## config.mk

```make
export PLATFORM = sky130hd
export DESIGN_NAME = wb_ram_bridge_flat
export DESIGN_NICKNAME = d
export VERILOG_FILES = /design/src/rtl/wb_ram_bridge_pkg.sv /design/src/rtl/wb_ram_bridge_if.sv /design/src/rtl/wb_ram_bridge_timer.sv /design/src/rtl/wb_ram_bridge.sv /design/src/flat_wrapper.sv
export SDC_FILE = /design/constraint.sdc
export NUM_CORES = 1
export LEC_CHECK = 0
export CORE_MARGIN = 2
export CORE_UTILIZATION = 40
export CTS_CLUSTER_DIAMETER = 200
export DETAILED_ROUTE_END_ITERATION = 16
export PLACE_DENSITY = 0.8
export SKIP_LAST_GASP = 1
export SLEW_MARGIN = 15
export SYNTH_ARGS = -nofsm -noshare
export SYNTH_HDL_FRONTEND = slang
export SYNTH_SLANG_ARGS = --single-unit
```

## constraint.sdc

```tcl
create_clock -name clk -period 2.4 [get_ports clk]
set_clock_uncertainty 0.15 [all_clocks]
set_input_delay 0.24 -clock clk [delete_from_list [all_inputs] [get_ports clk]]
set_output_delay 0.24 -clock clk [all_outputs]
set_load 0.005 [all_outputs]
```

## src/rtl/wb_ram_bridge_pkg.sv

```systemverilog
// Shared types and constants for the Wishbone-to-RAM bridge.
package wb_ram_bridge_pkg;

   typedef enum logic [1:0] {
      ST_IDLE  = 2'd0,
      ST_ISSUE = 2'd1,
      ST_WAIT  = 2'd2,
      ST_ACK   = 2'd3
   } state_e;

   localparam logic [31:0] TIMEOUT_DATA  = 32'hDEAD_BEEF;
   localparam logic [31:0] DEF_BASE_ADDR = 32'h3000_0000;
   localparam logic [31:0] DEF_WIN_MASK  = 32'hFFFF_F000;

   function automatic logic win_hit(input logic [31:0] adr,
                                    input logic [31:0] mask,
                                    input logic [31:0] base);
      return ((adr & mask) == base);
   endfunction

endpackage

```

## src/rtl/wb_ram_bridge_if.sv

```systemverilog
// Wishbone slave-side bus bundle for the RAM bridge.
interface wb_ram_bridge_if;

   logic        wbs_cyc_i;
   logic        wbs_stb_i;
   logic        wbs_we_i;
   logic [3:0]  wbs_sel_i;
   logic [31:0] wbs_adr_i;
   logic [31:0] wbs_dat_i;
   logic        wbs_ack_o;
   logic [31:0] wbs_dat_o;

   modport slave (
      input  wbs_cyc_i, wbs_stb_i, wbs_we_i, wbs_sel_i, wbs_adr_i, wbs_dat_i,
      output wbs_ack_o, wbs_dat_o
   );

   modport master (
      output wbs_cyc_i, wbs_stb_i, wbs_we_i, wbs_sel_i, wbs_adr_i, wbs_dat_i,
      input  wbs_ack_o, wbs_dat_o
   );

endinterface

```

## src/rtl/wb_ram_bridge_timer.sv

```systemverilog
// Saturating wait counter; o_done flags that this cycle's increment reaches TIMEOUT.
module wb_ram_bridge_timer #(
   parameter int unsigned TIMEOUT = 15
) (
   input  logic clk,
   input  logic rst_ni,
   input  logic i_clr,
   input  logic i_en,
   output logic o_done
);

   localparam int unsigned CW = $clog2(TIMEOUT + 1);
   localparam logic [CW-1:0] LAST = CW'(TIMEOUT - 1);
   localparam logic [CW-1:0] MAX  = CW'(TIMEOUT);

   logic [CW-1:0] r_cnt;

   // wait counter: clear on entry to WAIT, count while waiting, hold at TIMEOUT
   always_ff @(posedge clk or negedge rst_ni) begin
      if (!rst_ni) begin
         r_cnt <= '0;
      end else if (i_clr) begin
         r_cnt <= '0;
      end else if (i_en && (r_cnt != MAX)) begin
         r_cnt <= r_cnt + 1'b1;
      end else begin
         r_cnt <= r_cnt;
      end
   end

   // done when the count about to be reached equals TIMEOUT
   always_comb begin
      o_done = (r_cnt >= LAST);
   end

endmodule

```

## src/rtl/wb_ram_bridge.sv

```systemverilog
// Bridges a Wishbone slave window onto a single-port RAM request/rvalid port.
module wb_ram_bridge
   import wb_ram_bridge_pkg::*;
#(
   parameter int unsigned ADDR_WIDTH = 10,
   parameter logic [31:0] BASE_ADDR  = DEF_BASE_ADDR,
   parameter logic [31:0] WIN_MASK   = DEF_WIN_MASK,
   parameter int unsigned TIMEOUT    = 15
) (
   input  logic                  clk,
   input  logic                  rst_ni,
   wb_ram_bridge_if.slave        wb,
   output logic                  ext_data_req_o,
   output logic [ADDR_WIDTH-1:0] ext_data_addr_o,
   output logic                  ext_data_we_o,
   output logic [3:0]            ext_data_be_o,
   output logic [31:0]           ext_data_wdata_o,
   input  logic [31:0]           ext_data_rdata_i,
   input  logic                  ext_data_rvalid_i,
   output logic                  timeout_err_o
);

   state_e r_state;
   state_e w_next;

   logic                  w_sel;
   logic                  w_accept;
   logic                  w_rsp;
   logic                  w_tmo;
   logic                  w_tmr_done;
   logic                  w_tmr_clr;
   logic                  w_tmr_en;

   logic                  r_req;
   logic [ADDR_WIDTH-1:0] r_addr;
   logic                  r_we;
   logic [3:0]            r_be;
   logic [31:0]           r_wdata;
   logic                  r_drop;
   logic                  r_ack;
   logic [31:0]           r_dat;
   logic                  r_err;

   // window decode on the live bus
   always_comb begin
      w_sel = wb.wbs_cyc_i & wb.wbs_stb_i & win_hit(wb.wbs_adr_i, WIN_MASK, BASE_ADDR);
   end

   // state register
   always_ff @(posedge clk or negedge rst_ni) begin
      if (!rst_ni) begin
         r_state <= ST_IDLE;
      end else begin
         r_state <= w_next;
      end
   end

   // next-state and transition strobes
   always_comb begin
      w_next    = r_state;
      w_accept  = 1'b0;
      w_rsp     = 1'b0;
      w_tmo     = 1'b0;
      w_tmr_clr = 1'b0;
      w_tmr_en  = 1'b0;
      case (r_state)
         ST_IDLE: begin
            if (w_sel) begin
               w_next   = ST_ISSUE;
               w_accept = 1'b1;
            end else begin
               w_next = ST_IDLE;
            end
         end
         ST_ISSUE: begin
            w_next    = ST_WAIT;
            w_tmr_clr = 1'b1;
         end
         ST_WAIT: begin
            w_tmr_en = 1'b1;
            if (ext_data_rvalid_i) begin
               w_next = ST_ACK;
               w_rsp  = 1'b1;
            end else if (w_tmr_done) begin
               w_next = ST_ACK;
               w_tmo  = 1'b1;
            end else begin
               w_next = ST_WAIT;
            end
         end
         ST_ACK: begin
            w_next = ST_IDLE;
         end
         default: begin
            w_next = ST_IDLE;
         end
      endcase
   end

   wb_ram_bridge_timer #(
      .TIMEOUT (TIMEOUT)
   ) u_timer (
      .clk    (clk),
      .rst_ni (rst_ni),
      .i_clr  (w_tmr_clr),
      .i_en   (w_tmr_en),
      .o_done (w_tmr_done)
   );

   // request fields captured at acceptance and held for the RAM port
   always_ff @(posedge clk or negedge rst_ni) begin
      if (!rst_ni) begin
         r_req   <= 1'b0;
         r_addr  <= '0;
         r_we    <= 1'b0;
         r_be    <= 4'h0;
         r_wdata <= 32'h0000_0000;
      end else if (w_accept) begin
         r_req   <= 1'b1;
         r_addr  <= wb.wbs_adr_i[ADDR_WIDTH+1:2];
         r_we    <= wb.wbs_we_i;
         r_be    <= wb.wbs_sel_i;
         r_wdata <= wb.wbs_dat_i;
      end else begin
         r_req   <= 1'b0;
         r_addr  <= r_addr;
         r_we    <= r_we;
         r_be    <= r_be;
         r_wdata <= r_wdata;
      end
   end

   // a master that abandons the cycle mid-flight still lets the RAM finish, but gets no ack
   always_ff @(posedge clk or negedge rst_ni) begin
      if (!rst_ni) begin
         r_drop <= 1'b0;
      end else if (w_accept) begin
         r_drop <= 1'b0;
      end else if (((r_state == ST_ISSUE) || (r_state == ST_WAIT)) && !wb.wbs_cyc_i) begin
         r_drop <= 1'b1;
      end else begin
         r_drop <= r_drop;
      end
   end

   // registered response: ack pulse, read data and sticky timeout flag
   always_ff @(posedge clk or negedge rst_ni) begin
      if (!rst_ni) begin
         r_ack <= 1'b0;
         r_dat <= 32'h0000_0000;
         r_err <= 1'b0;
      end else begin
         r_ack <= (w_rsp | w_tmo) & wb.wbs_cyc_i & ~r_drop;
         if (w_tmo) begin
            r_dat <= TIMEOUT_DATA;
            r_err <= 1'b1;
         end else if (w_rsp && !r_we) begin
            r_dat <= ext_data_rdata_i;
            r_err <= r_err;
         end else begin
            r_dat <= r_dat;
            r_err <= r_err;
         end
      end
   end

   assign ext_data_req_o   = r_req;
   assign ext_data_addr_o  = r_addr;
   assign ext_data_we_o    = r_we;
   assign ext_data_be_o    = r_be;
   assign ext_data_wdata_o = r_wdata;
   assign wb.wbs_ack_o     = r_ack;
   assign wb.wbs_dat_o     = r_dat;
   assign timeout_err_o    = r_err;

endmodule

```

## src/flat_wrapper.sv

```systemverilog
// flat-port wrapper written by rule: the top's interface ports become plain ports
module wb_ram_bridge_flat import wb_ram_bridge_pkg::*;
#(
   parameter int unsigned ADDR_WIDTH = 10,
   parameter logic [31:0] BASE_ADDR  = DEF_BASE_ADDR,
   parameter logic [31:0] WIN_MASK   = DEF_WIN_MASK,
   parameter int unsigned TIMEOUT    = 15
)
  (clk, rst_ni, ext_data_req_o, ext_data_addr_o, ext_data_we_o, ext_data_be_o, ext_data_wdata_o, ext_data_rdata_i, ext_data_rvalid_i, timeout_err_o, wb_wbs_cyc_i, wb_wbs_stb_i, wb_wbs_we_i, wb_wbs_sel_i, wb_wbs_adr_i, wb_wbs_dat_i, wb_wbs_ack_o, wb_wbs_dat_o);
  wb_ram_bridge_if wb_i ();
  input  logic clk;
  input  logic rst_ni;
  output logic ext_data_req_o;
  output logic [ADDR_WIDTH-1:0] ext_data_addr_o;
  output logic ext_data_we_o;
  output logic [3:0] ext_data_be_o;
  output logic [31:0] ext_data_wdata_o;
  input  logic [31:0] ext_data_rdata_i;
  input  logic ext_data_rvalid_i;
  output logic timeout_err_o;
  input wire logic [$bits(wb_i.wbs_cyc_i)-1:0] wb_wbs_cyc_i;
  input wire logic [$bits(wb_i.wbs_stb_i)-1:0] wb_wbs_stb_i;
  input wire logic [$bits(wb_i.wbs_we_i)-1:0] wb_wbs_we_i;
  input wire logic [$bits(wb_i.wbs_sel_i)-1:0] wb_wbs_sel_i;
  input wire logic [$bits(wb_i.wbs_adr_i)-1:0] wb_wbs_adr_i;
  input wire logic [$bits(wb_i.wbs_dat_i)-1:0] wb_wbs_dat_i;
  output wire logic [$bits(wb_i.wbs_ack_o)-1:0] wb_wbs_ack_o;
  output wire logic [$bits(wb_i.wbs_dat_o)-1:0] wb_wbs_dat_o;
  assign wb_i.wbs_cyc_i = wb_wbs_cyc_i;
  assign wb_i.wbs_stb_i = wb_wbs_stb_i;
  assign wb_i.wbs_we_i = wb_wbs_we_i;
  assign wb_i.wbs_sel_i = wb_wbs_sel_i;
  assign wb_i.wbs_adr_i = wb_wbs_adr_i;
  assign wb_i.wbs_dat_i = wb_wbs_dat_i;
  assign wb_wbs_ack_o = wb_i.wbs_ack_o;
  assign wb_wbs_dat_o = wb_i.wbs_dat_o;
  wb_ram_bridge #(.ADDR_WIDTH(ADDR_WIDTH), .BASE_ADDR(BASE_ADDR), .WIN_MASK(WIN_MASK), .TIMEOUT(TIMEOUT)) u_core (.clk(clk), .rst_ni(rst_ni), .wb(wb_i), .ext_data_req_o(ext_data_req_o), .ext_data_addr_o(ext_data_addr_o), .ext_data_we_o(ext_data_we_o), .ext_data_be_o(ext_data_be_o), .ext_data_wdata_o(ext_data_wdata_o), .ext_data_rdata_i(ext_data_rdata_i), .ext_data_rvalid_i(ext_data_rvalid_i), .timeout_err_o(timeout_err_o));
endmodule
```

### Yosys cells after proc, flatten, opt, wreduce, memory -nomap -nowiden

Cells that the tools add are included.

| operators by class | value |
|---|---|
| bitwise logic cells | 6 |
| equality and inequality tests | 5 |
| order comparisons | 1 |
| muxes and demuxes | 20 |
| reductions and logical operators | 10 |
| add/sub/neg operators | 1 |

Operators by type and width:

| kind | number |
|---|---|
| 32-bit 2-to-1 mux | 2 |
| 20-bit by 18-bit equality test with 1-bit output (second input constant) | 1 |
| 1-bit 2-to-1 mux | 14 |
| 4-bit 2-to-1 mux | 2 |
| 2-bit case mux with 4 select lines | 1 |
| 2-bit nonzero test | 3 |
| 4-bit by 1-bit adder with 4-bit output (second input constant) | 1 |
| 1-bit bitwise AND | 4 |
| 2-bit equality test (second input constant) | 2 |
| 4-bit >= comparator (second input constant) | 1 |
| 4-bit inequality test (second input constant) | 1 |
| 1-bit logical AND | 3 |
| 2-bit by 1-bit equality test with 1-bit output (second input constant) | 1 |
| 1-bit zero test | 2 |
| 2-bit zero test | 1 |
| 2-bit 2-to-1 mux | 1 |
| 1-bit logical OR | 1 |
| 1-bit inverter | 1 |
| 1-bit OR | 1 |

| word-level totals | value |
|---|---|
| register bits | 89 |
| output and inout port bits | 82 |
| input port bits | 106 |
| logic and storage cells | 54 |

### Logic depth before layout (Yosys ltp)

Gate-level depths: netlist of run 1.

| logic depth | value |
|---|---|
| depth in word-level cells | 7 |
| mapped depth | 8 |
| mapped depth without buffers | 6 |

### Hierarchy

A second synthesis of run 1 with hierarchy kept.

| unflattened totals | value |
|---|---|
| cell total of the unflattened synthesis | 296 |
| area total of the unflattened synthesis | 3701.0 um2 |

By module, submodules not included:

| module | area an instance (um2) | cells each | times used | sequential area each (um2) |
|---|---|---|---|---|
| wb_ram_bridge | 3447.1 | 273 | 1 | 2127.0 |
| wb_ram_bridge_timer | 254.0 | 23 | 1 | 100.1 |

### Worst setup path before layout of run 1

Ideal clock, no wire load.

| timing path | value |
|---|---|
| kind | input port to flip-flop |
| from | in wb_wbs_adr_i[13] |
| to | reg u_core.r_addr[0] (netlist: u_core.ext_data_addr_o[0]) |
| stages | 6 |
| path buffers | 2 |
| arrival | 1.809 ns |
| path slack | 0.316 ns |
| cells stage by stage | or4_1 -> nor4_2 -> nand3_1 -> buf_6 -> buf_6 -> mux2_4 |

| on the way | value |
|---|---|
| longest elaborated chain between the ends | 4 |

Ends and longest elaborated chain:

| element | line | text |
|---|---|---|
| from (decl) | flat_wrapper.sv:25 | `input wire logic [$bits(wb_i.wbs_adr_i)-1:0] wb_wbs_adr_i;` |
| 20-bit by 18-bit equality test with 1-bit output | wb_ram_bridge_pkg.sv:18 | `return ((adr & mask) == base);` |
| 1-bit bitwise AND | wb_ram_bridge.sv:46 | `w_sel = wb.wbs_cyc_i & wb.wbs_stb_i & win_hit(wb.wbs_adr_i, WIN_MASK, BASE_ADDR);` |
| 1-bit 2-to-1 mux | wb_ram_bridge.sv:68 | `if (w_sel) begin` |
| 1-bit 2-to-1 mux | wb_ram_bridge.sv:66 | `case (r_state)` |
| to (signal assigned) | wb_ram_bridge.sv:120 | `r_addr <= wb.wbs_adr_i[ADDR_WIDTH+1:2];` |
| to (signal assigned) | wb_ram_bridge.sv:126 | `r_addr <= r_addr;` |
| to (decl) | wb_ram_bridge.sv:35 | `logic [ADDR_WIDTH-1:0] r_addr;` |

No other way between the ends.
A chain may end at the register's enable or synchronous reset.

### Worst setup path after layout of run 1

| timing path | value |
|---|---|
| from | in wb_wbs_adr_i[13] |
| to | reg u_core.r_be[1] (netlist: u_core.ext_data_be_o[1]) |

| on the way | value |
|---|---|
| longest elaborated chain between the ends | 4 |

Ends and longest elaborated chain:

| element | line | text |
|---|---|---|
| 20-bit by 18-bit equality test with 1-bit output | wb_ram_bridge_pkg.sv:18 |  |
| 1-bit bitwise AND | wb_ram_bridge.sv:46 |  |
| 1-bit 2-to-1 mux | wb_ram_bridge.sv:68 |  |
| 1-bit 2-to-1 mux | wb_ram_bridge.sv:66 |  |
| to (signal assigned) | wb_ram_bridge.sv:122 | `r_be <= wb.wbs_sel_i;` |
| to (signal assigned) | wb_ram_bridge.sv:128 | `r_be <= r_be;` |
| to (decl) | wb_ram_bridge.sv:37 | `logic [3:0] r_be;` |

No other way between the ends.

==> results of run 1 <==
==> per-stage QoR <==
step | TNS (ns) | utilization [%] | setup WS (ns) | power (W)
floorplan | 0 | - | 0.316 | 0.00154
global placement | -4.41 | 62.3 | -0.114 | 0.00174
detailed placement | -6.02 | 62.3 | -0.154 | 0.00175
CTS | 0 | 64.7 | 0.225 | 0.00281
global route | 0 | 64.7 | 0.0322 | 0.00289
finish | 0 | 64.7 | 0.223 | 0.00276
==> cell type report <==
cell class / instances / area, um2 / share of cell area [%]
sequential: 89 / 2230 / 37.8
timing repair buffer: 192 / 1940 / 33.0
multi-input combinational: 177 / 1330 / 22.5
clock buffer: 12 / 155 / 2.63
tap: 111 / 139 / 2.36
clock inverter: 4 / 51.3 / 0.871
inverter: 13 / 48.8 / 0.829
==> layout by cell type (no fill, tap or decap), types with 2 or more instances in the layout <==
| cell type | synthesis | routed |
|---|---|---|
| a21oi_1 | 27 | 27 |
| and3_1 | 3 | 3 |
| buf_12 | 0 | 3 |
| buf_4 | 0 | 4 |
| clkbuf_8 | 0 | 11 |
| clkdlybuf4s50_1 | 0 | 184 |
| dfrtp_1 | 89 | 89 |
| ha_1 | 6 | 6 |
| inv_1 | 13 | 13 |
| mux2_2 | 17 | 17 |
| mux2_4 | 30 | 30 |
| nand2_1 | 5 | 5 |
| nand3_1 | 13 | 12 |
| nor2_1 | 51 | 51 |
| nor3_1 | 2 | 2 |
| nor4_2 | 2 | 2 |
| o21ai_0 | 10 | 10 |
| or4_1 | 4 | 4 |
==> flip-flops by register name, indices dropped and copies added (netlist names) <==
signal,cells
u_core.ext_data_wdata_o,32
u_core.wb.wbs_dat_o,32
u_core.ext_data_addr_o,10
u_core.ext_data_be_o,4
u_core.u_timer.r_cnt,4
u_core.r_state,2
u_core.ext_data_req_o,1
u_core.ext_data_we_o,1
u_core.r_drop,1
u_core.timeout_err_o,1
u_core.wb.wbs_ack_o,1
==> power by group <==
part	internal, W	leakage [nW]	switching, W
Combinational	0.000158	1.49	0.0000597
Sequential	0.00150	1.20	0.000000108
Clock	0.000539	0.103	0.000504
Total	0.00219	2.80	0.000564
==> cell families (layout without fill, tap and decap cells) <==
family                     count (synthesis)  in the layout  share of synthesized area [%]
xor gates and xnor gates                   2              2                          0.475
adders and majority gates                  6              6                           2.04
muxes                                     47             47                           17.4
buffers and inverters                     29            221                           3.80
and+or+nand+nor                           83             83                           10.3
DFF                                       89             89                           60.4
AOI/OAI and AO/OA                         39             39                           5.56
==> final timing paths <==
kind	to	slack, ns	cells after the start
max in group asynchronous	u_core.u_timer.r_cnt[0]	1.17	3
worst min-delay path	u_core.wb.wbs_dat_o[17]	0.27	2
worst max-delay path	u_core.ext_data_be_o[1]	0.22	6
worst max register to register	u_core.wb.wbs_dat_o[15]	0.29	6
min in group clk	u_core.wb.wbs_ack_o	0.28	1
worst min register to register	u_core.wb.wbs_ack_o	0.28	1
==> routing by layer <==
metal  up-vias  track usage, %  wire (um)
li1       1365               -          -
met1      1386            21.3       3490
met2       119            30.9       4460
met3        12            7.17        774
met4         0            6.74        143
met5         -               0          0
==> metrics, run 1 <==
status=finished, final reports clean; vias=2882; largest cells by area after synthesis=dfrtp_1 60%, mux2_4 12%, nor2_1 5.2%; min Tclk post-route=2.18 ns; Die Span Y=around 100 um; leading area contributor after synthesis=dfrtp_1; Die Wd=100 um; unrepaired setup endpoints after global routing=false; placed insts=581; placed instance area=5670 um2; core area=9110 um2; CTS tree=done; Port-buffer cells=approximately 190; synth unique cells=24; # IOs=~190; Crit path largest cell delay=0.53 ns; CTS max path bufs=2; vias in the first global route=3107; Final period util=between 90% and 100%; Synth Cell Area=3690 um2; most numerous cell in the Yosys netlist=dfrtp_1; Fmax=0.459 GHz; Avg Inst Size Synth=12.5 um2; drt drc=0; htree depth=3; WP buf/inv=2; Worst path top cell family by delay=simple AND/OR/NAND/NOR gates; Setup Fix Bufs, Post-CTS=0; final RePlAce weighted congestion=0.756; Post-Layout Cell Count=598; Slew HR=42.8%; CP Data Arrival Time=2.26 ns; Die Footprint=10000 um2; ANT cells=0; Synth top cells by count=89 x dfrtp_1, 51 x nor2_1, 30 x mux2_4; sequential area share after synthesis=60.4%; CP startpoint=wb_wbs_adr_i[13]; PD cells=between 400 and 500 nW/um2; P_leak=roughly 2.8 nW; CP endpoint kind=register; Seq cells post-synth=89; worst min path class=input port to async pin; layout overhead on the synthesized area=59.7%; Reg2Reg Launch Point=u_core.u_timer.r_cnt[0]; Max Cap Violations=0; First DRT Iteration DRCs=39; clock root buffer=clkbuf_8; share of cells above drive strength 1=15.2%; fill count=around 700; initial antenna violation count=0; hold_buf cts=1; clk_lat worst skew=0.34 ns; GRT Residual Overflow=0; post_cts resized=0; syn_nets=407; clock-pin slew on the worst setup and hold paths=0.08 ns; Req. time, crit path=2.48 ns; critical path type=input port to register; Async S/R FF share, synth=100%; fin. max-slew vios=0; Finish-stage setup viols=0; peak supply drop=248 uV; post-route cell area=5890 um2; CP max stage cell=or4_1; nets=594; first-pass GRT wire length=14400 um; Post-synth EDFFs=0; post-route ant nets=0; DR vias/cell=4.82; CTS sink cnt=89; Post-Syn Instances=295; Rows=35; WHS=0.273 ns; DP Wirelength=6640 um; TritonCTS buffer count=9; warnings from Yosys=0; worst-margin pin slew=roughly 0.86 ns; largest net degree at the start of global routing=49; startpoint types=input port; Total Routed Length=8870 um; DRT Pass-1 Iters=4; Total GRT Usage=18.3%; dominant synthesized flop cell=dfrtp_1; CP cell instances=clkdlybuf4s50_1, or4_1, nor4_2, nand3_2, buf_12, mux2_4; routed length per placed instance=14.8 um; Starting Density=approximately two fifths; Final Hold Viols=0; share of Yosys cell area claimed by the top area cell type=roughly three fifths; Crit Path Max Fanout=between 40 and 50
Note: power is estimated with default switching activity, not from simulation.
==> inputs of run 2 (changes only) <==
--- a/config.mk
+++ b/config.mk
@@ -14,4 +14,5 @@
 export SLEW_MARGIN = 15
 export SYNTH_ARGS = -nofsm -noshare
 export SYNTH_HDL_FRONTEND = slang
+export SYNTH_HIERARCHICAL = 1
 export SYNTH_SLANG_ARGS = --single-unit
==> metrics, run 2 <==
status=finished, final reports clean (unchanged); PD cells=459 nW/um2 (was 468 nW/um2); CP Data Arrival Time=2.27 ns (was 2.26 ns); Synth top cells by count=89 x dfrtp_1, 67 x nand2_1, 32 x mux2_4 (was 89 x dfrtp_1, 51 x nor2_1, 30 x mux2_4); vias=2905 (was 2882); Max Cap Violations=0 (unchanged); Slew HR=69.8% (was 42.8%); Post-Syn Instances=296 (was 295); DRT Pass-1 Iters=4 (unchanged); share of Yosys cell area claimed by the top area cell type=60.2% (was 60.4%); hold_buf cts=1 (unchanged); core area=9110 um2 (unchanged); clock root buffer=clkbuf_8 (unchanged); # IOs=188 (unchanged); sequential area share after synthesis=60.2% (was 60.4%); DP Wirelength=7360 um (was 6640 um); min Tclk post-route=2.19 ns (was 2.18 ns); leading cell type in the layout, fill and taps excluded=clkdlybuf4s50_1 (unchanged); P_leak=2.91 nW (was 2.80 nW); largest net degree at the start of global routing=56 (was 49); Die Span Y=100 um (about the same); nets=600 (was 594); Total Routed Length=9590 um (was 8870 um); peak supply drop=319 uV (was 248 uV); post-route ant nets=0 (unchanged); CTS sink cnt=89 (unchanged); fin. max-slew vios=0 (unchanged); final RePlAce weighted congestion=0.734 (was 0.756); CTS tree=done (unchanged); Avg Inst Size Synth=12.5 um2 (about the same); placed instance area=5720 um2 (was 5670 um2); htree depth=3 (unchanged); CTS max path bufs=2 (unchanged); WHS=0.241 ns (was 0.273 ns); share of cells above drive strength 1=16.0% (was 15.2%); routed length per placed instance=15.9 um (was 14.8 um); DR vias/cell=4.81 (was 4.82); Final Util=65.0% (was 64.7%); TritonCTS buffer count=9 (unchanged); Starting Density=40.6% (was 40.5%); Total GRT Usage=19.4% (was 18.3%); drt drc=0 (unchanged); dominant synthesized flop cell=dfrtp_1 (unchanged); syn_nets=408 (was 407); Async S/R FF share, synth=100% (unchanged); Synth Cell Area=3700 um2 (was 3690 um2); Port-buffer cells=185 (unchanged); Seq cells post-synth=89 (unchanged); synth unique cells=29 (was 24); first-pass GRT wire length=15200 um (was 14400 um); post_cts resized=0 (unchanged); Die Footprint=10000 um2 (about the same); post-route cell area=5920 um2 (was 5890 um2); leading area contributor after synthesis=dfrtp_1 (unchanged); First DRT Iteration DRCs=63 (was 39); unrepaired setup endpoints after global routing=false (unchanged); layout overhead on the synthesized area=60.0% (was 59.7%); Final Hold Viols=0 (unchanged); worst-margin pin slew=0.453 ns (was 0.858 ns); Req. time, crit path=2.49 ns (was 2.48 ns); Reg2Reg Depth=6 (unchanged); clk_lat worst skew=0.35 ns (was 0.34 ns); fill count=722 (was 709); Die Wd=100 um (about the same); worst min path class=input port to async pin (unchanged); most frequent cells in the layout=184 x clkdlybuf4s50_1, 89 x dfrtp_1, 67 x nand2_1 (was 184 x clkdlybuf4s50_1, 89 x dfrtp_1, 51 x nor2_1); Finish-stage setup viols=0 (unchanged); Setup Fix Bufs, Post-CTS=0 (unchanged); Final period util=91.1% (was 90.7%); ANT cells=0 (unchanged); most numerous cell in the Yosys netlist=dfrtp_1 (unchanged); Power, Total=0.00272 W (was 0.00276 W); Fmax=0.457 GHz (was 0.459 GHz); GRT Residual Overflow=0 (unchanged); clock-pin slew on the worst setup and hold paths=0.09 ns (was 0.08 ns); initial antenna violation count=0 (unchanged); largest cells by area after synthesis=dfrtp_1 60%, mux2_4 13%, nand2_1 6.8% (was dfrtp_1 60%, mux2_4 12%, nor2_1 5.2%); critical path type=input port to register (unchanged); CP endpoint kind=register (unchanged); Crit Path Max Fanout=37 (was 43); Post-synth EDFFs=0 (unchanged); Rows=35 (unchanged); warnings from Yosys=6 (was 0); vias in the first global route=3063 (was 3107); startpoint types=input port (unchanged)
-- run 2: cell count changes after synthesis, sizes merged, moves of 4 or more --
cell | before | now
a21oi | 27 | 4
inv | 13 | 5
nand2 | 5 | 67
nand3 | 13 | 8
nor2 | 51 | 7
o21ai | 10 | 26
or4 | 4 | 0
-- run 2: critical path, cell delays in order --
cell and delay, ns:
clkdlybuf4s50_1 0.44, nor4bb_1 0.35, nand4b_1 0.20, or3_2 0.49
buf_12 0.21, mux2_4 0.32
-- run 2: cell type report --
class | count | area [um2] | area share, %
Clock buffer | 10 | 128 | 2.16
Multi-Input combinational cell | 188 | 1380 | 23.2
Tap cell | 111 | 139 | 2.35
Inverter | 5 | 18.8 | 0.317
Sequential cell | 89 | 2230 | 37.6
Clock inverter | 6 | 67.6 | 1.14
Timing Repair Buffer | 195 | 1960 | 33.2
-- run 2: cell families after synthesis --
family / share of synthesized area [%]
multiplexers: 18.2
buffers and inverters: 2.77
adder cells (fa/ha/maj): 2.03
AO/OA/AOI/OAI: 4.73
flip-flops: 60.2
AND/OR/NAND/NOR: 12.1
-- run 2: final timing paths --
kind | slack (ns) | start | end
max reg2reg | 0.37 | u_core/r_state[0] | u_core/ext_data_addr_o[5]
min in group clk | 0.29 | u_core/r_drop | u_core/wb.wbs_ack_o
min reg2reg | 0.29 | u_core/r_drop | u_core/wb.wbs_ack_o
min | 0.24 | rst_ni | u_core/ext_data_wdata_o[13]
max | 0.21 | wb_wbs_adr_i[29] | u_core/ext_data_addr_o[5]
max in group asynchronous | 1.21 | rst_ni | u_core/ext_data_wdata_o[29]
-- run 2: layer usage --
metal | track usage [%] | wire length, um
met3 | 7.45 | 977
met4 | 5.58 | 91
met5 | 0 | 0
met1 | 23.2 | 3720
met2 | 32.8 | 4800
-- run 2: through the flow --
stage	cells	TNS (ns)	setup slack, ns
4_1_cts	604	0	0.243
3_5_place_dp	587	-5.16	-0.128
2_1_floorplan	296	0	0.495
6_report	604	0	0.213
5_1_grt	604	0	0.130
3_3_place_gp	587	-2.82	-0.0742
-- run 2: where the power goes --
part           switching (W)  internal (W)  leakage (nW)
logic              0.0000552      0.000155          1.58
clock network       0.000520      0.000485        0.0929
registers        0.000000519       0.00150          1.24
total               0.000576       0.00214          2.91
